File: config.mk
export PLATFORM = sky130hd
export DESIGN_NAME = tx_frame_sched
export DESIGN_NICKNAME = d
export VERILOG_FILES = /design/src/rtl/tx_frame_sched.sv
export SDC_FILE = /design/constraint.sdc
export NUM_CORES = 1
export LEC_CHECK = 0
export CAP_MARGIN = 25
export CORE_ASPECT_RATIO = 1.75
export CORE_MARGIN = 2
export CORE_UTILIZATION = 51
export CTS_BUF_LIST = sky130_fd_sc_hd__clkbuf_16
export CTS_CLUSTER_SIZE = 10
export DETAILED_ROUTE_END_ITERATION = 8
export PLACE_DENSITY = 0.76
export SLEW_MARGIN = 0
export SYNTH_ARGS = -nofsm -noshare
export SYNTH_HDL_FRONTEND = slang
export SYNTH_SLANG_ARGS = --single-unit
File: constraint.sdc
create_clock -name clk -period 2.67 [get_ports clk]
set_clock_uncertainty 0.05 [all_clocks]
set_input_delay 0.4005 -clock clk [delete_from_list [all_inputs] [get_ports clk]]
set_output_delay 0.4005 -clock clk [all_outputs]
set_load 0.01 [all_outputs]
File: src/rtl/tx_frame_sched.sv
// Transmit frame scheduler: word-rate enable and SOF/LEN/payload[/checksum] framing with a minimum comma gap.
// Optional checksum word enabled by defining TX_SCHED_CSUM_EN.
module tx_frame_sched #(
   parameter int unsigned MIN_IDLE = 4,
   parameter logic [7:0]  SOF_BYTE = 8'hA5
) (
   input  logic       clk,
   input  logic       rst,
   input  logic       bit_en,
   output logic       word_en,
   output logic       enc_idle,
   output logic [7:0] enc_data,
   input  logic       len_valid,
   input  logic [7:0] len,
   output logic       len_ready,
   input  logic       s_valid,
   input  logic [7:0] s_data,
   output logic       s_ready,
   output logic       busy,
   output logic       frame_done,
   output logic       underrun
);

   typedef enum logic [2:0] {
      ST_IDLE,
      ST_SOF,
      ST_LEN,
`ifdef TX_SCHED_CSUM_EN
      ST_CSUM,
`endif
      ST_PAYLOAD
   } state_t;

   state_t     state_q, state_d;
   logic [3:0] bit_cnt_q, bit_cnt_d;
   logic [3:0] gap_cnt_q, gap_cnt_d;
   logic [7:0] rem_q, rem_d;
   logic [7:0] len_q, len_d;
`ifdef TX_SCHED_CSUM_EN
   logic [7:0] csum_q, csum_d;
`endif

   logic [3:0] gap_inc;
   logic       gap_ok;

   assign word_en = bit_en & (bit_cnt_q == 4'd9);
   assign busy    = (state_q != ST_IDLE);
   assign gap_inc = (gap_cnt_q == 4'd15) ? 4'd15 : gap_cnt_q + 4'd1;
   // Gap test uses the count including the comma being consumed now.
   assign gap_ok  = ({1'b0, gap_cnt_q} + 5'd1) >= 5'(MIN_IDLE);

   always_comb begin
      bit_cnt_d = bit_cnt_q;
      if (bit_en) begin
         bit_cnt_d = (bit_cnt_q == 4'd9) ? '0 : bit_cnt_q + 4'd1;
      end
   end

   always_comb begin
      state_d    = state_q;
      gap_cnt_d  = gap_cnt_q;
      rem_d      = rem_q;
      len_d      = len_q;
`ifdef TX_SCHED_CSUM_EN
      csum_d     = csum_q;
`endif
      enc_idle   = 1'b0;
      enc_data   = '0;
      len_ready  = 1'b0;
      s_ready    = 1'b0;
      frame_done = 1'b0;
      underrun   = 1'b0;
      case (state_q)
         ST_IDLE: begin
            enc_idle = 1'b1;
            if (word_en) begin
               gap_cnt_d = gap_inc;
               if (len_valid && gap_ok) begin
                  len_ready = 1'b1;
                  len_d     = len;
                  state_d   = ST_SOF;
               end
            end
         end
         ST_SOF: begin
            enc_data = SOF_BYTE;
            if (word_en) state_d = ST_LEN;
         end
         ST_LEN: begin
            enc_data = len_q;
            if (word_en) begin
               rem_d = len_q;
`ifdef TX_SCHED_CSUM_EN
               csum_d = len_q;
`endif
               if (len_q != 8'd0) begin
                  state_d = ST_PAYLOAD;
               end else begin
`ifdef TX_SCHED_CSUM_EN
                  state_d = ST_CSUM;
`else
                  frame_done = 1'b1;
                  gap_cnt_d  = '0;
                  state_d    = ST_IDLE;
`endif
               end
            end
         end
         ST_PAYLOAD: begin
            enc_data = s_data;
            enc_idle = ~s_valid;
            s_ready  = word_en;
            if (word_en) begin
               if (s_valid) begin
`ifdef TX_SCHED_CSUM_EN
                  csum_d = csum_q + s_data;
`endif
                  rem_d = rem_q - 8'd1;
                  if (rem_q == 8'd1) begin
`ifdef TX_SCHED_CSUM_EN
                     state_d = ST_CSUM;
`else
                     frame_done = 1'b1;
                     gap_cnt_d  = '0;
                     state_d    = ST_IDLE;
`endif
                  end
               end else begin
                  // The comma just sent already counts towards the next gap.
                  underrun  = 1'b1;
                  gap_cnt_d = 4'd1;
                  state_d   = ST_IDLE;
               end
            end
         end
`ifdef TX_SCHED_CSUM_EN
         ST_CSUM: begin
            enc_data = (~csum_q) + 8'd1;
            if (word_en) begin
               frame_done = 1'b1;
               gap_cnt_d  = '0;
               state_d    = ST_IDLE;
            end
         end
`endif
         default: state_d = ST_IDLE;
      endcase
   end

   always_ff @(posedge clk or posedge rst) begin
      if (rst) begin
         state_q   <= ST_IDLE;
         bit_cnt_q <= '0;
         gap_cnt_q <= '0;
         rem_q     <= '0;
         len_q     <= '0;
`ifdef TX_SCHED_CSUM_EN
         csum_q    <= '0;
`endif
      end else begin
         state_q   <= state_d;
         bit_cnt_q <= bit_cnt_d;
         gap_cnt_q <= gap_cnt_d;
         rem_q     <= rem_d;
         len_q     <= len_d;
`ifdef TX_SCHED_CSUM_EN
         csum_q    <= csum_d;
`endif
      end
   end

endmodule

==> results of run 1 <==
-- power groups by stage --
stage	Clock [mW]	Sequential, mW	Combinational (mW)
6_report	0.444	0.757	1.21
5_1_grt	0.468	0.781	1.34
4_1_cts	0.449	0.747	1.17
3_5_place_dp	0	0.753	1.14
3_3_place_gp	0	0.742	1.10
2_1_floorplan	0	0.706	0.738
-- cells in the mapped netlist, drive strengths merged --
cell type / n / area [um2]
o31ai: 2 / 15.0
nand4: 1 / 6.26
a21oi: 10 / 50.1
nor4: 2 / 12.5
nand3: 3 / 15.0
nor3b: 3 / 22.5
a31oi: 1 / 6.26
a211oi: 2 / 15.0
a41oi: 3 / 26.3
or2: 3 / 18.8
a22oi: 7 / 52.6
mux2: 11 / 124
o21ai: 11 / 55.1
nand3b: 2 / 15.0
a222oi: 1 / 10.0
inv: 14 / 52.6
nor2: 14 / 52.6
clkbuf: 5 / 18.8
nand2b: 3 / 18.8
o311ai: 2 / 17.5
buf: 1 / 3.75
nor3: 7 / 40.0
ha: 9 / 113
a221o: 1 / 10.0
a221oi: 1 / 8.76
mux2i: 5 / 50.1
a21boi: 1 / 7.51
o22a: 1 / 8.76
nor4b: 1 / 8.76
and3: 2 / 12.5
and2: 4 / 25.0
nor2b: 3 / 18.8
or3: 4 / 25.0
o32a: 1 / 10.0
or4: 4 / 33.8
o2bb2ai: 1 / 8.76
xor2: 1 / 8.76
nand2: 13 / 48.8
xnor2: 1 / 8.76
dfrtp: 26 / 651
-- flip-flops by register name, indices dropped and copies added, names as in the netlist --
register / flops
bit_cnt_q: 4
gap_cnt_q: 4
len_q: 8
rem_q: 8
state_q: 2
-- metrics by stage --
| stage | instances | hold WS [ns] |
|---|---|---|
| after floorplan | 187 | 0.391 |
| after global placement | 270 | 0.445 |
| after detailed placement | 270 | 0.460 |
| after CTS | 274 | 0.473 |
| after global routing | 274 | 0.493 |
| final | 274 | 0.463 |
-- layout by cell type, fill, tap and decap left out, drive strengths merged, types with 3 or more instances in the layout --
cell            n
and2            4
clkbuf          3
clkdlybuf4s50  33
o21ai          11
mux2           11
mux2i           5
nor3b           3
a22oi           7
or2             3
a21oi          10
dfrtp          26
nand2          13
nor3            7
or3             4
nor2b           3
ha              9
nand3           3
a41oi           3
inv            14
or4             4
nand2b          3
buf            11
nor2           14
-- layout make-up --
cell class                      instances  share of cell area
Clock inverter                          1              0.0130
Tap cell                               43              0.0233
Multi-Input combinational cell        141               0.438
Inverter                               14              0.0227
Timing Repair Buffer                   46               0.189
Sequential cell                        26               0.282
Clock buffer                            3              0.0324
-- what timing repair did --
action | in CTS | in global routing
hold buffers | 0 | 0
endpoints found under the setup margin | 3 | 6
resized for setup | 3 | 8
cloned | 0 | 0
-- path summary, 6_finish.rpt --
path,start,endpoint,cells after the start
hold reg to reg,bit_cnt_q[2],bit_cnt_q[2],1
setup / recovery,state_q[0],enc_data[5],6
hold / removal,rst,len_q[1],3
min in group clk,bit_cnt_q[2],bit_cnt_q[2],1
max in group asynchronous,rst,rem_q[4],3
setup reg to reg,state_q[1],gap_cnt_q[1],7
-- logic make-up (layout without fill, tap and decap cells) --
kind of cell | Yosys count | count (layout) | share of synthesized area
AOI/OAI and AO/OA | 45 | 45 | 0.177
DFF | 26 | 26 | 0.382
xor gates and xnor gates | 2 | 2 | 0.0103
and+or+nand+nor | 69 | 69 | 0.219
buffers and inverters | 20 | 64 | 0.0440
muxes | 16 | 16 | 0.102
adders and majority gates | 9 | 9 | 0.0660
-- per-layer routing --
metal | vias to the layer above | share of wire | GRT usage
met5 | - | 0 | 0
met4 | 0 | 0.040 | 0.122
met3 | 16 | 0.025 | 0.0337
met2 | 51 | 0.56 | 0.440
met1 | 799 | 0.38 | 0.296
li1 | 768 | - | -
-- critical path, delay by kind of cell (launching register included) --
family	cells	cell delay [ns]
buffers and inverters	3	0.93
flip-flops	1	0.42
adder cells (fa/ha/maj)	1	0.22
AO/OA/AOI/OAI	1	0.19
AND/OR/NAND/NOR	1	0.09
==> out/metrics.cfg, run 1 <==
[run_status]
status=complete, no violations

[setup_path]
max_stage_delay_ns=0.57
worst_setup_path_start_kind=flop
cp_max_fo=8
r2r_slack_ns=0.36
crit_chain=inv_1 > ha_4 > buf_4 > nand2_1 > a31oi_1 > clkdlybuf4s50_1
criticalPathCategory=flop to primary output
crit_slowest_cell=clkdlybuf4s50_1
arrival_ns=2.11
critical_path.endpoint_type=primary output
cp.required_ns=2.22

[synth]
syn_inst=187
synth_cell_types=44
syn-mean-instance-area_um2=9.12
syn_area_mm2=0.00171
synth-seq-area-share=0.382
yosys_warnings=0
syn_nets=217
ys_ff_latch=26

[sta]
clock.fmax_mhz=391
rsz0062_at_grt=false
layout_setup_ws_ns=0.113
worst_slew_pin_slew_ns=0.524
fin_crit_sh=0.958
slew_headroom=0.648
setup_viol=0
final_max_slew_viol_count=0
fin_crit_ns=2.56
hold_violations=0
setup-tns-final_ns=0

[power_and_ir_drop]
vdd_drop_max_uv=1020
power_frac_seq=0.313
sw_frac_of_total=0.388
leakagePower_nw=1.01
intPower_mw=1.48
total_power_mw=2.41
p_switching_uw=937
clkPwrFrac=0.184
p_per_area_mw_per_mm2=1040
combPwrFrac=0.503

[die]
die-height_um=80.5
fp-row-count=27
ios=36
start_util=0.537
fp.coreArea_mm2=0.00318
die_w_um=47.7
dieArea_mm2=0.00384

[cts]
cts_root_buf=clkbuf_16
cts.reportedPaths.clkPinSlew_ns=0.07
clock-sinks=26
cts_buffers=3
cts.htree.levels=1
postCtsSetupBuffers=0
clock_path_buffers=2
cts_tree=yes
clock_latency_ns=0.26

[routing]
drt_first_pass_iters=4
ant_nets=0
drt-total-wl_um=4550
route.detailed.drc=0
drt_iter0_markers=68
wl_per_cell_um=16.6
vias=1634
vias_per_cell=5.96

[global_route]
antenna_found_initial=0
grt_max_degree=27
gr-total-overflow=0
grt_usage=0.258
grt_pass1_wl_um=7270
grt_pass1_vias=1636

[finish]
syn2layout_area_growth_pct=35.7
ff_latch_area_um2=652
fin_area_mm2=0.00231
finish.utilization=0.729
multiInputGateArea_mm2=0.00101
nets=262
insertedDiodeCount=0
fillers=250
drive_above_1_share=0.156

[worst_hold_path]
min_path_type=primary input to async pin

[place]
post-place-ws_ns=0.108
portBuffers=35
place_area_mm2=0.00217
globalplace.congestion=0.895
dp_hpwl_um=3440

[job]
maxCapViolations=0

No activity file was read; power rests on OpenSTA's default activity.
==> run 2: changes to the inputs <==
- CTS_CLUSTER_SIZE: 10 -> not set
==> results of run 2 <==
The final DEF is identical to that of run 1; final timing and power are the same.
